File: src/rtl/dmux4way16_stream.sv
// dmux4way16_stream: registered 4-way demultiplexer with valid/ready handshakes.
// One input word is steered by sel into one of four one-entry channel registers.
//
// Ports:
//   clk        in   1      rising-edge clock
//   rst_n      in   1      asynchronous active-low reset
//   in         in   WIDTH  input word
//   sel        in   2      destination channel: 0=a 1=b 2=c 3=d
//   in_valid   in   1      producer presents a word
//   in_ready   out  1      selected channel can take the word this cycle
//   a,b,c,d    out  WIDTH  channel data
//   out_valid  out  4      per-channel holding register full ([0]=a .. [3]=d)
//   out_ready  in   4      per-channel consumer takes its word this cycle
//
// Optional feature macro: DMUX4WAY16_ZERO_IDLE_EN
//   defined   : a channel's data output reads 0 while its out_valid is 0
//   undefined : a channel's data output holds its last word after draining

module dmux4way16_stream #(
   parameter int WIDTH = 16
) (
   input  logic             clk,
   input  logic             rst_n,
   input  logic [WIDTH-1:0] in,
   input  logic [1:0]       sel,
   input  logic             in_valid,
   output logic             in_ready,
   output logic [WIDTH-1:0] a,
   output logic [WIDTH-1:0] b,
   output logic [WIDTH-1:0] c,
   output logic [WIDTH-1:0] d,
   output logic [3:0]       out_valid,
   input  logic [3:0]       out_ready
);

   logic [WIDTH-1:0] data_q [4];
   logic [3:0]       valid_q;
   logic             in_xfer;

   // A full channel can still accept when its consumer drains it this
   // same edge; that keeps one word per cycle on a streaming channel.
   assign in_ready = !valid_q[sel] | out_ready[sel];
   assign in_xfer  = in_valid & in_ready;

   always_ff @(posedge clk or negedge rst_n) begin
      if (!rst_n) begin
         valid_q <= '0;
         for (int i = 0; i < 4; i++) begin
            data_q[i] <= '0;
         end
      end else begin
         for (int i = 0; i < 4; i++) begin
            if (in_xfer && (sel == 2'(i))) begin
               data_q[i]  <= in;
               valid_q[i] <= 1'b1;
            end else if (valid_q[i] && out_ready[i]) begin
               valid_q[i] <= 1'b0;
            end
         end
      end
   end

   assign out_valid = valid_q;

`ifdef DMUX4WAY16_ZERO_IDLE_EN
   // Gate on the output side so the register itself never needs clearing.
   assign a = valid_q[0] ? data_q[0] : '0;
   assign b = valid_q[1] ? data_q[1] : '0;
   assign c = valid_q[2] ? data_q[2] : '0;
   assign d = valid_q[3] ? data_q[3] : '0;
`else
   assign a = data_q[0];
   assign b = data_q[1];
   assign c = data_q[2];
   assign d = data_q[3];
`endif

endmodule
File: config.mk
export PLATFORM = sky130hd
export DESIGN_NAME = dmux4way16_stream
export DESIGN_NICKNAME = d
export VERILOG_FILES = /design/src/rtl/dmux4way16_stream.sv
export SDC_FILE = /design/constraint.sdc
export NUM_CORES = 1
export LEC_CHECK = 0
export ABC_AREA = 1
export ABC_CLOCK_PERIOD_IN_PS = 1400
export BUFFER_PORTS_ARGS = -buffer_cell sky130_fd_sc_hd__buf_4
export CORE_MARGIN = 5
export CORE_UTILIZATION = 45
export DETAILED_ROUTE_END_ITERATION = 7
export GPL_ROUTABILITY_DRIVEN = 1
export MAX_ROUTING_LAYER = met4
export PLACE_DENSITY_LB_ADDON = 0.2
export SETUP_SLACK_MARGIN = 0.02
export SLEW_MARGIN = 20
export SYNTH_ARGS = -nofsm -noshare
export SYNTH_HDL_FRONTEND = slang
export SYNTH_SLANG_ARGS = --single-unit
File: constraint.sdc
create_clock -name clk -period 1.4 [get_ports clk]
set_input_delay 0.28 -clock clk [delete_from_list [all_inputs] [get_ports clk]]
set_output_delay 0.28 -clock clk [all_outputs]
set_load 0.02 [all_outputs]
==> impl_summary.txt <==
----------------------------------------------------
[Outcome]
  Outcome ... finished with violations
  Violations in the final reports ... negative setup slack

[Clocking]
  Clock network latency to the later pin of the worst-skew pair ... about 0.34 ns
  TritonCTS clock tree ... yes
  Number of levels in the clock H-tree ... 3
  Maximum buffer depth of the clock tree ... 2
  Buffer type at the clock tree root ... sky130_fd_sc_hd__clkbuf_8
  Post-CTS clock slew at the launch and capture registers of the worst setup and hold paths ... roughly 0.070 ns
  TritonCTS buffer count ... 9
  Sink count of the clock tree ... 68

[Critical path]
  Startpoint Class ... register
  Total stage count of the critical path ... 6
  Path type of the worst setup path ... reg2out
  Worst path bufs/invs ... 1
  Most Frequent Cell on Critical Path ... sky130_fd_sc_hd__nand2_1
  Critical-path cell list ... nand2_1, nand2_1, nand2_1, nand2_2, nand2_8, buf_6
  Required time worst endpoint ... approximately 1.1 ns
  Largest incremental delay on the critical path ... 0.39 ns
  Type of destination of the critical path ... output pin
  CP Data Arrival Time ... between 1 and 1.5 ns
  Cell type group with the largest total delay on the critical path ... flip-flops
  Cell with the biggest individual delay on the critical path ... sky130_fd_sc_hd__dfrtp_1
  Largest fanout on the critical path ... 3
  Worst Reg-to-Reg Cells ... 9

[Timing]
  Final Max Tran Viols ... 0
  Final period util ... 1.07
  Final hold violation count ... 0
  Time the final worst path needs with I/O delays and setup ... ~1.5 ns
  Slew @ Worst Pin ... between 0.5 and 0.6 ns
  Sum Neg Setup Slack ... -0.292 ns
  Hold slack final ... approximately 0.12 ns
  Setup clock skew after layout ... 0.00822 ns
  Worst-case headroom to the max-slew limit ... 0.666
  Total setup violations reported at the end of the flow ... 27
  Unrepaired setup endpoints after global routing ... yes
  Final setup slack of the worst path ... -0.0983 ns
  Fmax ... about 0.67 GHz

[Floorplan]
  Top-Level Pins ... 94
  Die extent in x ... 91.9 um
  Effective utilization at floorplan ... 0.470
  Die height ... 91.9 um
  Placeable core region ... ~6400 um^2
  DIE AREA ... about 8500 um^2
  Total number of placement rows ... 29

[Synthesis]
  Synth area leader ... sky130_fd_sc_hd__dfrtp_1
  Synthesis warning total ... 0
  Seq/Total Area, Yosys ... 0.563
  Cell types occupying the most area after synthesis ... sky130_fd_sc_hd__dfrtp_1, sky130_fd_sc_hd__nand2_1, sky130_fd_sc_hd__nand4_1
  Post-Syn Nets ... around 350
  Number of flip-flops and latches in the synthesized netlist ... a little under 70
  Area share of the largest cell type after synthesis ... 0.563
  Synthesized instance count ... 321
  Combined area of all synthesized cells ... around 3000 um^2
  Average size of a mapped cell ... around 9.4 um^2
  Synth unique cells ... 21

[Finish]
  Antenna Cells ... 0
  Area Growth Syn to Fin ... 39.3%
  Proportion of layout cells with a drive suffix above 1 ... 0.357
  Multi-input logic area ... 1230 um^2
  Footprint of the flip-flops and latches ... about 1700 um^2
  Number of nets at the end of the flow ... 454
  Number of inserted filler cells in the final layout ... approximately 540

[Power and ir drop]
  Clock network power share ... 0.285
  Standby leakage power ... between 2 and 2.5 nW
  Net Sw Frac ... 0.340
  Register share of total power ... 0.408
  Worst VDD drop ... approximately 0.00086 V
  Internal power ... around 0.0042 W
  Combinational fraction of design power ... 0.307
  Power density over the cells ... ~1500 nW/um^2
  Net load switching power ... about 0.0022 W

[GRT]
  Initial antenna violation count ... 0
  Pin count of the biggest net entering global routing ... 69
  Overflow after GRT ... 0
  GRT Util Overall ... 0.220
  Busiest grt layer ... met2
  Number of global-route vias before repair ... about 2700
  Grt met2 use ... 0.334
  Wire length of the first global-routing pass ... roughly 14000 um
  Global routing met1 resource utilization ... 0.283
  Met3 layer usage reported by global route ... 0.0458

[Drt]
  Initial drt markers ... roughly 150
  Routed Antenna Nets ... 0
  Remaining design rule violation count ... 0
  Via Count ... between 2000 and 3000
  TritonRoute pass-1 iters ... 4
  Final WL ... around 9400 um
  Vias per Instance ... approximately 5.6
  Avg WL per Cell ... about 18 um

[Placed design]
  # port buffers ... 93
  Final weighted congestion in routability-driven placement ... about 0.84
  HPWL after detailed placement ... a little under 6000 um

[Worst hold path]
  HP Class ... in2reg
  WHS Path Cells ... 2

[Flow run]
  Count of max-cap constraint violations ... 0

----------------------------------------------------
==> kinds of logic after synthesis <==
logic type,Yosys count,share of synthesized area
and+or+nand+nor,217,0.362
DFF,68,0.563
AOI/OAI and AO/OA,4,0.00663
buffers and inverters,32,0.0679
==> cell type report <==
| type | count | share of cell area |
|---|---|---|
| Sequential cell | 68 | 0.404 |
| Multi-Input combinational cell | 229 | 0.293 |
| Timing Repair Buffer | 114 | 0.219 |
| Clock buffer | 10 | 0.0327 |
| Tap cell | 77 | 0.0229 |
| Clock inverter | 6 | 0.0205 |
| Inverter | 7 | 0.00684 |
==> cell usage after synthesis <==
cell type,instances
sky130_fd_sc_hd__inv_2,2
sky130_fd_sc_hd__nand2_2,4
sky130_fd_sc_hd__dfrtp_1,68
sky130_fd_sc_hd__nand2_1,137
sky130_fd_sc_hd__o21ai_1,4
sky130_fd_sc_hd__buf_6,7
sky130_fd_sc_hd__nor2_8,1
sky130_fd_sc_hd__buf_8,1
sky130_fd_sc_hd__nand2_8,1
sky130_fd_sc_hd__nand3_1,2
sky130_fd_sc_hd__nand3_4,4
sky130_fd_sc_hd__nor2_2,2
sky130_fd_sc_hd__clkbuf_1,2
sky130_fd_sc_hd__inv_1,4
sky130_fd_sc_hd__buf_4,1
sky130_fd_sc_hd__nor2_4,1
sky130_fd_sc_hd__inv_4,1
sky130_fd_sc_hd__nand3_2,1
sky130_fd_sc_hd__buf_2,12
sky130_fd_sc_hd__buf_1,2
sky130_fd_sc_hd__nand4_1,64
==> through the flow <==
step	cells	area (um^2)	util	setup slack (ns)	total power, W
4_1_cts	504	4080	0.636	-0.0760	0.00633
2_1_floorplan	321	3020	-	0.0401	0.00357
3_5_place_dp	480	3770	0.587	-0.0721	0.00448
6_report	511	4210	0.655	-0.0983	0.00635
5_1_grt	511	4210	0.655	-0.143	0.00665
3_3_place_gp	480	3770	0.587	-0.0129	0.00445
==> power groups by stage <==
stage | clock network [W] | logic, W | registers (W)
6_report | 0.00181 | 0.00195 | 0.00259
5_1_grt | 0.00192 | 0.00210 | 0.00263
4_1_cts | 0.00183 | 0.00191 | 0.00259
3_5_place_dp | 0 | 0.00187 | 0.00262
3_3_place_gp | 0 | 0.00183 | 0.00261
2_1_floorplan | 0 | 0.000511 | 0.00306
==> final timing paths <==
path | endpoint | slack [ns] | from
min in group asynchronous | a[2] | 0.49 | rst_n
max reg2reg | b[4] | -0.02 | out_valid[3]
min reg2reg | a[1] | 0.47 | a[1]
max | in_ready | -0.1 | out_valid[3]
min | out_valid[1] | 0.12 | out_ready[1]
max in group asynchronous | d[9] | 0.61 | rst_n
==> cell usage in the layout, fill, tap and decap left out, drive strengths merged <==
master	n
nand2	142
inv	8
nand3	15
bufinv	2
clkinv	2
clkinvlp	1
dfrtp	68
o21ai	4
dlygate4sd3	1
nand4	64
buf	113
nor2	4
clkbuf	10
==> per-layer routing <==
layer,vias to the layer above,routed length [um]
met5,-,0
met4,0,138
met3,16,733
met2,125,4610
met1,1393,3920
li1,1317,-
==> worst reg2reg max path: stages (launching register included) <==
cell,delay [ns]
sky130_fd_sc_hd__dfrtp_1,0.39
sky130_fd_sc_hd__nand2_1,0.07
sky130_fd_sc_hd__nand2_1,0.05
sky130_fd_sc_hd__nand2_1,0.06
sky130_fd_sc_hd__nand2_2,0.09
sky130_fd_sc_hd__nand2_8,0.09
sky130_fd_sc_hd__buf_6,0.21
sky130_fd_sc_hd__buf_6,0.18
sky130_fd_sc_hd__nand4_1,0.11
sky130_fd_sc_hd__nand2_1,0.10
==> timing repair <==
action | in CTS | in global routing
cloned | 2 | 6
hold buffers | 1 | 0
setup endpoints to repair | 2 | 68
hold endpoints to repair | 68 | 0
pin swaps | 3 | 6
resized for setup | 5 | 11
buffers inserted | 5 | 1
==> sequential cells by signal, summed over array words and instances, names as in the netlist <==
signal	cells
a	16
b	16
c	16
d	16
out_valid	4
(Power assumes the default switching activity.)
